### config.mk
export PLATFORM = sky130hd
export DESIGN_NAME = v35_intc
export DESIGN_NICKNAME = d
export VERILOG_FILES = /design/src/rtl/v35_intc.sv
export SDC_FILE = /design/constraint.sdc
export NUM_CORES = 1
export LEC_CHECK = 0
export CELL_PAD_IN_SITES_DETAIL_PLACEMENT = 1
export CELL_PAD_IN_SITES_GLOBAL_PLACEMENT = 2
export CORE_AREA = 2 2 91 93
export CTS_CLUSTER_DIAMETER = 150
export DETAILED_ROUTE_END_ITERATION = 6
export DIE_AREA = 0 0 93 95
export PLACE_DENSITY_LB_ADDON = 0.1
export REMOVE_ABC_BUFFERS = 1
export SETUP_SLACK_MARGIN = 0.3
export SYNTH_ARGS = -nofsm -noshare
export SYNTH_HDL_FRONTEND = slang
export SYNTH_SLANG_ARGS = --single-unit
### constraint.sdc
create_clock -name clk -period 4.9 [get_ports clk]
set_input_delay 0.735 -clock clk [delete_from_list [all_inputs] [get_ports clk]]
set_output_delay 0.735 -clock clk [all_outputs]
set_load 0.03 [all_outputs]
### src/rtl/v35_intc.sv
// v35_intc: external-interrupt controller for the V35 wrapper.
// Owns EXIC0..EXIC2 (SFR 0x4C..0x4E) and ISPR (SFR 0xFC). It detects falling edges on the
// INTP0..2 pins and arbitrates pending sources by priority against the in-service level.
// It then drives a single request/vector pair to the core.
//
// Ports:
//   clk       system clock
//   reset     asynchronous active-high reset
//   ce        clock enable; every register advances only when ce=1
//   int_n     INTP2..0 pins, active-low, asynchronous
//   sfr_wr    SFR byte write strobe (qualified by ce)
//   sfr_addr  SFR byte address
//   sfr_din   SFR write data
//   sfr_dout  combinational readback of sfr_addr, 0x00 for addresses not owned here
//   eoi       FINT end-of-interrupt strobe
//   irq       request to core
//   irq_vec   vector number, valid while irq=1
//   irq_ack   core acknowledge (level; its rising edge grants)
module v35_intc #(
    parameter int unsigned VEC_BASE    = 24,
    parameter int unsigned SYNC_STAGES = 2
) (
    input  logic       clk,
    input  logic       reset,
    input  logic       ce,
    input  logic [2:0] int_n,
    input  logic       sfr_wr,
    input  logic [7:0] sfr_addr,
    input  logic [7:0] sfr_din,
    output logic [7:0] sfr_dout,
    input  logic       eoi,
    output logic       irq,
    output logic [7:0] irq_vec,
    input  logic       irq_ack
);
    typedef enum logic [1:0] {StIdle, StReq, StWait} state_e;

    state_e                 r_state, w_state_d;
    logic [SYNC_STAGES-1:0] r_sync [3];
    logic [2:0]             r_pin_q;      // previous synchroniser output, for edge detect
    logic [2:0]             r_if, r_mk, w_if_d, w_mk_d;
    logic [2:0]             r_pr   [3];
    logic [2:0]             w_pr_d [3];
    logic [7:0]             r_ispr, w_ispr_d;
    logic [1:0]             r_w, w_w_d;
    logic [7:0]             r_vec, w_vec_d;
    logic                   r_irq, w_irq_d;
    logic                   r_ack_d;

    logic [2:0] w_sync_out, w_edge, w_elig;
    logic [3:0] w_lvl;                    // lowest in-service level, 8 when none
    logic       w_any;
    logic [1:0] w_win;
    logic [2:0] w_best;
    logic       w_grant;
    logic       w_ack_rise;

    always_comb begin
        for (int n = 0; n < 3; n++) begin
            w_sync_out[n] = r_sync[n][SYNC_STAGES-1];
        end
    end

    assign w_edge     = r_pin_q & ~w_sync_out;
    assign w_ack_rise = irq_ack & ~r_ack_d;

    always_comb begin
        w_lvl = 4'd8;
        for (int i = 7; i >= 0; i--) begin
            if (r_ispr[i]) w_lvl = 4'(i);
        end
    end

    // Strict '<' on PR keeps the lowest index on a priority tie.
    always_comb begin
        w_elig = '0;
        w_any  = 1'b0;
        w_win  = 2'd0;
        w_best = 3'd7;
        for (int n = 0; n < 3; n++) begin
            w_elig[n] = r_if[n] & ~r_mk[n] & ({1'b0, r_pr[n]} < w_lvl);
            if (w_elig[n] && (!w_any || r_pr[n] < w_best)) begin
                w_any  = 1'b1;
                w_win  = 2'(n);
                w_best = r_pr[n];
            end
        end
    end

    always_comb begin
        w_state_d = r_state;
        w_w_d     = r_w;
        w_vec_d   = r_vec;
        w_irq_d   = r_irq;
        w_if_d    = r_if;
        w_mk_d    = r_mk;
        w_pr_d    = r_pr;
        w_ispr_d  = r_ispr;
        w_grant   = 1'b0;

        case (r_state)
            StIdle: begin
                if (w_any) begin
                    w_w_d     = w_win;
                    w_vec_d   = 8'(VEC_BASE) + {6'd0, w_win};
                    w_irq_d   = 1'b1;
                    w_state_d = StReq;
                end
            end
            StReq: begin
                if (w_ack_rise) begin
                    w_grant   = 1'b1;
                    w_irq_d   = 1'b0;
                    w_state_d = StWait;
                end else if (!w_elig[r_w]) begin
                    // Source withdrawn by software before the core took it.
                    w_irq_d   = 1'b0;
                    w_state_d = StIdle;
                end
            end
            StWait: begin
                // Holding off here stops one long ack from granting twice.
                if (!irq_ack) w_state_d = StIdle;
            end
            default: w_state_d = StIdle;
        endcase

        // IF: ack clear, then software write, then pin edge (edge always wins).
        if (w_grant) w_if_d[r_w] = 1'b0;
        if (sfr_wr) begin
            for (int n = 0; n < 3; n++) begin
                if (sfr_addr == 8'h4C + 8'(n)) begin
                    w_if_d[n] = sfr_din[7];
                    w_mk_d[n] = sfr_din[6];
                    w_pr_d[n] = sfr_din[2:0];
                end
            end
        end
        w_if_d = w_if_d | w_edge;

        // ISPR: software write, then eoi clears its bit, then a grant sets its level.
        if (sfr_wr && sfr_addr == 8'hFC) w_ispr_d = sfr_din;
        if (eoi && !w_lvl[3]) w_ispr_d[w_lvl[2:0]] = 1'b0;
        if (w_grant) w_ispr_d[r_pr[r_w]] = 1'b1;
    end

    always_ff @(posedge clk or posedge reset) begin
        if (reset) begin
            for (int n = 0; n < 3; n++) begin
                r_sync[n] <= '1;
                r_pr[n]   <= 3'd7;
            end
            r_pin_q <= 3'b111;
            r_if    <= 3'b000;
            r_mk    <= 3'b111;
            r_ispr  <= 8'h00;
            r_state <= StIdle;
            r_w     <= 2'd0;
            r_vec   <= 8'h00;
            r_irq   <= 1'b0;
            r_ack_d <= 1'b0;
        end else if (ce) begin
            for (int n = 0; n < 3; n++) begin
                r_sync[n] <= {r_sync[n][SYNC_STAGES-2:0], int_n[n]};
                r_pr[n]   <= w_pr_d[n];
            end
            r_pin_q <= w_sync_out;
            r_if    <= w_if_d;
            r_mk    <= w_mk_d;
            r_ispr  <= w_ispr_d;
            r_state <= w_state_d;
            r_w     <= w_w_d;
            r_vec   <= w_vec_d;
            r_irq   <= w_irq_d;
            r_ack_d <= irq_ack;
        end
    end

    always_comb begin
        sfr_dout = 8'h00;
        for (int n = 0; n < 3; n++) begin
            if (sfr_addr == 8'h4C + 8'(n)) sfr_dout = {r_if[n], r_mk[n], 3'b000, r_pr[n]};
        end
        if (sfr_addr == 8'hFC) sfr_dout = r_ispr;
    end

    assign irq     = r_irq;
    assign irq_vec = r_vec;

endmodule

# After elaboration in Yosys (flattened, before gate mapping)
# Index checks and enable logic that the tools add are counted.
classes:
  n_addsub: 1
  magnitude_cmp: 12
  eq_ne: 9
  n_mux: 49
  bitwise_logic: 20
  reduce_logical: 20
op_table:
  columns: ["op", "count"]
  rows:
  - ["$mux W8", 7]
  - ["$mux W4", 8]
  - ["$eq A8 B7 Y1 const B", 3]
  - ["$mux W3", 6]
  - ["$mux W1", 16]
  - ["$lt A3 B4 Y1", 3]
  - ["$reduce_and A3 Y1", 4]
  - ["$mux W2", 5]
  - ["$and A8 B8 Y8", 1]
  - ["$eq A8 B8 Y1 const B", 1]
  - ["$lt A3 B4 Y1 const B", 2]
  - ["$not A8 Y8", 1]
  - ["$or A8 B8 Y8", 1]
  - ["$reduce_and A4 Y1", 2]
  - ["$and A1 B1 Y1", 7]
  - ["$logic_and A1 B1 Y1", 7]
  - ["$add A5 B2 Y6 const A", 1]
  - ["$and A3 B3 Y3", 2]
  - ["$bmux W3 S2", 1]
  - ["$demux W1 S3", 2]
  - ["$ge A3 B1 Y1 const B", 2]
  - ["$lt A3 B3 Y1", 2]
  - ["$not A3 Y3", 2]
  - ["$pmux W2 S3", 1]
  - ["17 further kinds", 24]
totals:
  register_bits: 46
  inputBits: 25
  output_inout_bits: 17
  wordCells: 128

# Depth between registers and ports, before layout
logic_depth:
  ltp_word: 21
  ltp_mapped: 18
  mapped_depth_nobuf: 18

# Worst setup path before layout
# OpenSTA, ideal clock, no wires.
synth_path:
  kind: "flip-flop to flip-flop"
  from: "reg r_ispr[2]"
  to: "reg r_w[0]"
  setup_ps: 122
  arrival_time_ps: 4277
  required_ps: 4778
  path_slack_ps: 501
  stages_incl_launch_ff: 19
  n_path_buf: 1
  cell_sequence: "dfrtp_1 > clkbuf_1 > nor4_1 > nand2b_1 > ha_1 > o21ai_0 > nand2b_1 > a21oi_1 > a21oi_1 > nor2_1 > ha_1 > a21o_1 > a21oi_1 > o21a_4 > mux2_2 > ha_1 > or4_1 > a211o_1 > a32o_1"
synth_between:
  elab_chain_len: 15
  elab_cells_between_ends: 25
  cone_classes: "5 x order compare; 10 x mux; 3 x bitwise; 7 x reduce/logical"
synth_rtl:
  columns: ["element", "line_no", "text"]
  rows:
  - ["start: declaration", "44", "logic [7:0] r_ispr, w_ispr_d;"]
  - ["start signal: assignment", "170", "r_ispr <= w_ispr_d;"]
  - ["$mux W4 (*) (3 in series)", "70", "if (r_ispr[i]) w_lvl = 4'(i);"]
  - ["$lt A3 B4 Y1", "81", "w_elig[n] = r_if[n] & ~r_mk[n] & ({1'b0, r_pr[n]} < w_lvl);"]
  - ["$and A1 B1 Y1", "81", null]
  - ["$mux W3 / $mux W1 (equally long branches)", "82", "if (w_elig[n] && (!w_any || r_pr[n] < w_best)) begin"]
  - ["$lt A3 B3 Y1 / $logic_not A1 Y1 (equally long branches)", "82", null]
  - ["$logic_or A1 B1 Y1", "82", null]
  - ["$logic_and A1 B1 Y1", "82", null]
  - ["$mux W3 / $mux W1 (equally long branches)", "82", null]
  - ["$lt A3 B3 Y1 / $logic_not A1 Y1 (equally long branches)", "82", null]
  - ["$logic_or A1 B1 Y1", "82", null]
  - ["$logic_and A1 B1 Y1", "82", null]
  - ["$mux W1", "82", null]
  - ["$reduce_and A3 Y1 (no source line)", null, null]
  - ["end signal: assignment", "172", "r_w <= w_w_d;"]
  - ["end: declaration", "45", "logic [1:0] r_w, w_w_d;"]
# Mark *: on every way between the ends. The rest lies on a longest branch, timed or not.
# A chain may end at the register's enable or synchronous reset.

# Worst setup path in the final report
layout_path:
  from: "reg r_ispr[7]"
  to: "reg r_w[0]"
layout_between:
  elab_chain_len: 20
  elab_cells_between_ends: 30
  cone_classes: "5 x order compare; 15 x mux; 3 x bitwise; 7 x reduce/logical"
layout_rtl:
  columns: ["element", "line_no"]
  rows:
  - ["$mux W4 (*) (8 in series)", "70"]
  - ["$lt A3 B4 Y1", "81"]
  - ["$and A1 B1 Y1", "81"]
  - ["$mux W3 / $mux W1 (equally long branches)", "82"]
  - ["$lt A3 B3 Y1 / $logic_not A1 Y1 (equally long branches)", "82"]
  - ["$logic_or A1 B1 Y1", "82"]
  - ["$logic_and A1 B1 Y1", "82"]
  - ["$mux W3 / $mux W1 (equally long branches)", "82"]
  - ["$lt A3 B3 Y1 / $logic_not A1 Y1 (equally long branches)", "82"]
  - ["$logic_or A1 B1 Y1", "82"]
  - ["$logic_and A1 B1 Y1", "82"]
  - ["$mux W1", "82"]
  - ["$reduce_and A3 Y1 (no source line)", null]
# Marked as above.

==> results.json <==
{
  "status": "finished clean",
  "htree_levels": 2,
  "cp_max_fo": 5,
  "route.met2.wl_um": 3900,
  "cts_tree": "built",
  "track_usage_pct": 19.2,
  "async_flop_share_pct": 100,
  "cp.arrival_ns": 4.52,
  "die-area_um2": 8840,
  "p_per_area_nw_per_um2": 426,
  "synthCells": 277,
  "viasPerCell": 5.39,
  "grt_max_degree": 40,
  "period_share_pct": 88.4,
  "antenna_found_initial": 0,
  "max_cap_violations": 0,
  "yosys-top-cells-area": "dfstp_2 22%, dfrtp_1 18%, mux2_2 8.9%",
  "leakage_nw": 1.31,
  "finalHoldViolCount": 0,
  "synth_edf_count": 0,
  "dieWidth_um": 93,
  "whs_endpoint": "irq_vec[3]",
  "hold_depth": 1,
  "synth_ff_type": "dfstp_2",
  "max-slew-margin-rel_pct": 48.2,
  "grt_remaining_overflow": 0,
  "synth_area_um2": 2540,
  "cts_hold_buf": 0,
  "firstDrtPassIters": 4,
  "clockBufferDepth": 2,
  "skew_ns": 0.0133,
  "max-vdd-ir-drop_mv": 0.282,
  "num_antenna_cells": 0,
  "fin_setup_tns_ns": 0,
  "final_cell_mix": "37 x clkdlybuf4s50_1, 29 x nand2_1, 25 x o21ai_0",
  "core-area_um2": 7930,
  "layout_min_cycle_time_ns": 4.33,
  "reg2reg_from": "r_ispr[7]",
  "syn_avg_cell_area_um2": 9.17,
  "ys_seq_elements": 39,
  "ant_nets": 0,
  "highest_layer": "met4",
  "place_inst": 418,
  "dp_hpwl_um": 5950,
  "die_h_um": 95,
  "clkSinkCount": 39,
  "clock_latency_ns": 0.30,
  "crit_type": "reg -> reg",
  "cts_root_buffer": "clkbuf_8",
  "tightest_slew_ns": 0.768,
  "start_kind": "flop",
  "drc": 0,
  "whs_ns": 0.504,
  "r2r-end": "r_w[0]",
  "drive_gt1_share_pct": 21.7,
  "met1Wirelength_um": 3760,
  "synth_seq_area_share_pct": 39.4,
  "nets": 356,
  "wl_per_cell_um": 18.8,
  "initial_core_util_pct": 32.1,
  "synth_largest_area_cell": "dfstp_2",
  "fin_cells": 427,
  "rows": 33,
  "setup_viol": 0,
  "cts_buffers": 5,
  "worstHoldStart": "irq_vec[3]",
  "worstRegToRegCells": 18,
  "min_path_type": "reg -> reg",
  "route.vias.total": 2300,
  "synthToLayoutAreaGrowth_pct": 26.1,
  "drv_slew": 0,
  "final_common_cell": "clkdlybuf4s50_1",
  "drt-initial-drc-count": 106,
  "crit_required_ns": 5.09,
  "synth_top_area_share_pct": 21.7,
  "synth.distinct_cells": 52,
  "synth_warnings": 0,
  "pin_count": 42,
  "grt_pass1_vias": 2336,
  "clk_transition_reported_paths_ns": 0.09,
  "ff2ff_setup_slack_ns": 0.57,
  "fmax_mhz": 231,
  "gp_congestion": 0.850,
  "rsz0062_at_grt": "false",
  "wl_met3_um": 252,
  "worstSetupEndpointType": "flop",
  "nFillCells": 947,
  "place.port_buffers": 37,
  "wirelength_um": 8020,
  "grt_pass1_wl_um": 13000
}
kinds of logic (layout without fill, tap and decap cells):
family,count (synthesis),in the layout,synth area share (%)
other,1,4,0.148
AO/OA/AOI/OAI,77,77,20.5
multiplexers,28,28,12.0
adder cells (fa/ha/maj),10,10,4.92
buffers and inverters,26,68,4.82
flip-flops,39,39,39.4
AND/OR/NAND/NOR,96,96,18.2
power breakdown:
part           internal (W)  total [W]  switching, W  leakage [nW]
registers          0.000387   0.000460     0.0000731         0.434
logic              0.000271   0.000596      0.000325         0.813
clock network      0.000183   0.000310      0.000127        0.0626
Yosys cell counts (2+ instances only):
master    count
nor3_1        6
o211ai_1      3
nand3b_1      2
dfstp_2      21
nand2b_1     11
a32oi_1       2
nor4_1        5
dfrtp_1      18
a211o_1       3
or3_1         3
ha_1         10
mux2i_1       8
clkbuf_1      6
a22o_1        3
nor2b_1       3
nand3_1       5
a21oi_1      13
mux2_2       20
a31oi_1       2
nor2_1       24
inv_1        12
o22a_1        2
nand2_1      29
or4_1         2
and2_1        4
o31ai_1       2
a22oi_1       4
o21ai_0      25
o22ai_1       2
buf_4         5
metrics by stage:
step,total power (W),utilization (%),setup slack [ns],cell area (um^2)
after global placement,0.00103,38.4,0.575,3050
after detailed placement,0.00104,38.4,0.461,3050
after global routing,0.00147,40.4,0.288,3200
final,0.00137,40.4,0.570,3200
after CTS,0.00136,40.1,0.424,3180
after floorplan,0.000837,-,0.574,2480
cell type report:
type | count | area (um^2) | area share (%)
multi-input combinational | 215 | 1440 | 45.0
sequential | 39 | 1000 | 31.4
timing repair buffer | 47 | 445 | 13.9
tap | 105 | 131 | 4.10
clock buffer | 6 | 93.8 | 2.93
inverter | 13 | 48.8 | 1.52
clock inverter | 2 | 37.5 | 1.17
critical path: stages, from the launching register on:
cell and delay, ns:
dfrtp_1 0.43, nor2_1 0.12, nor3_1 0.07, o31ai_2 0.34
ha_1 0.30, o21ai_0 0.15, nand2b_1 0.08, a21oi_1 0.14
a21oi_1 0.07, nor2_1 0.18, ha_1 0.26, a21o_1 0.17
a21oi_2 0.17, o21a_4 0.16, mux2_2 0.33, ha_1 0.20
or4_1 0.53, a211o_1 0.26, a32o_1 0.25
flip-flops by register name, indices dropped and copies added, names as in the netlist:
| name | cells |
|---|---|
| r_pr | 9 |
| r_ack_d | 1 |
| r_w | 1 |
| r_pin_q | 3 |
| r_sync | 6 |
| irq | 1 |
| irq_vec | 2 |
| r_ispr | 8 |
| r_if | 3 |
| r_mk | 3 |
| r_state | 2 |
repair_timing:
item,4_1_cts,5_1_grt
buffers inserted,0,1
setup endpoints to repair,0,2
resized for setup,0,5
metal layers:
| layer | global-route usage, % | vias up |
|---|---|---|
| li1 | - | 1092 |
| met1 | 25.8 | 1160 |
| met2 | 32.9 | 39 |
| met3 | 2.71 | 9 |
| met4 | 4.66 | 0 |
| met5 | 0 | - |
worst max-delay path by stage:
stage	cells after the start	start	end
3_5_place_dp	18	r_ispr[7]	r_w[0]
3_3_place_gp	18	r_ispr[7]	r_w[0]
6_report	18	r_ispr[7]	r_w[0]
2_1_floorplan	17	r_ispr[2]	r_w[0]
4_1_cts	18	r_ispr[7]	r_w[0]
5_1_grt	18	r_ispr[7]	r_w[0]
(Power assumes the default switching activity.)
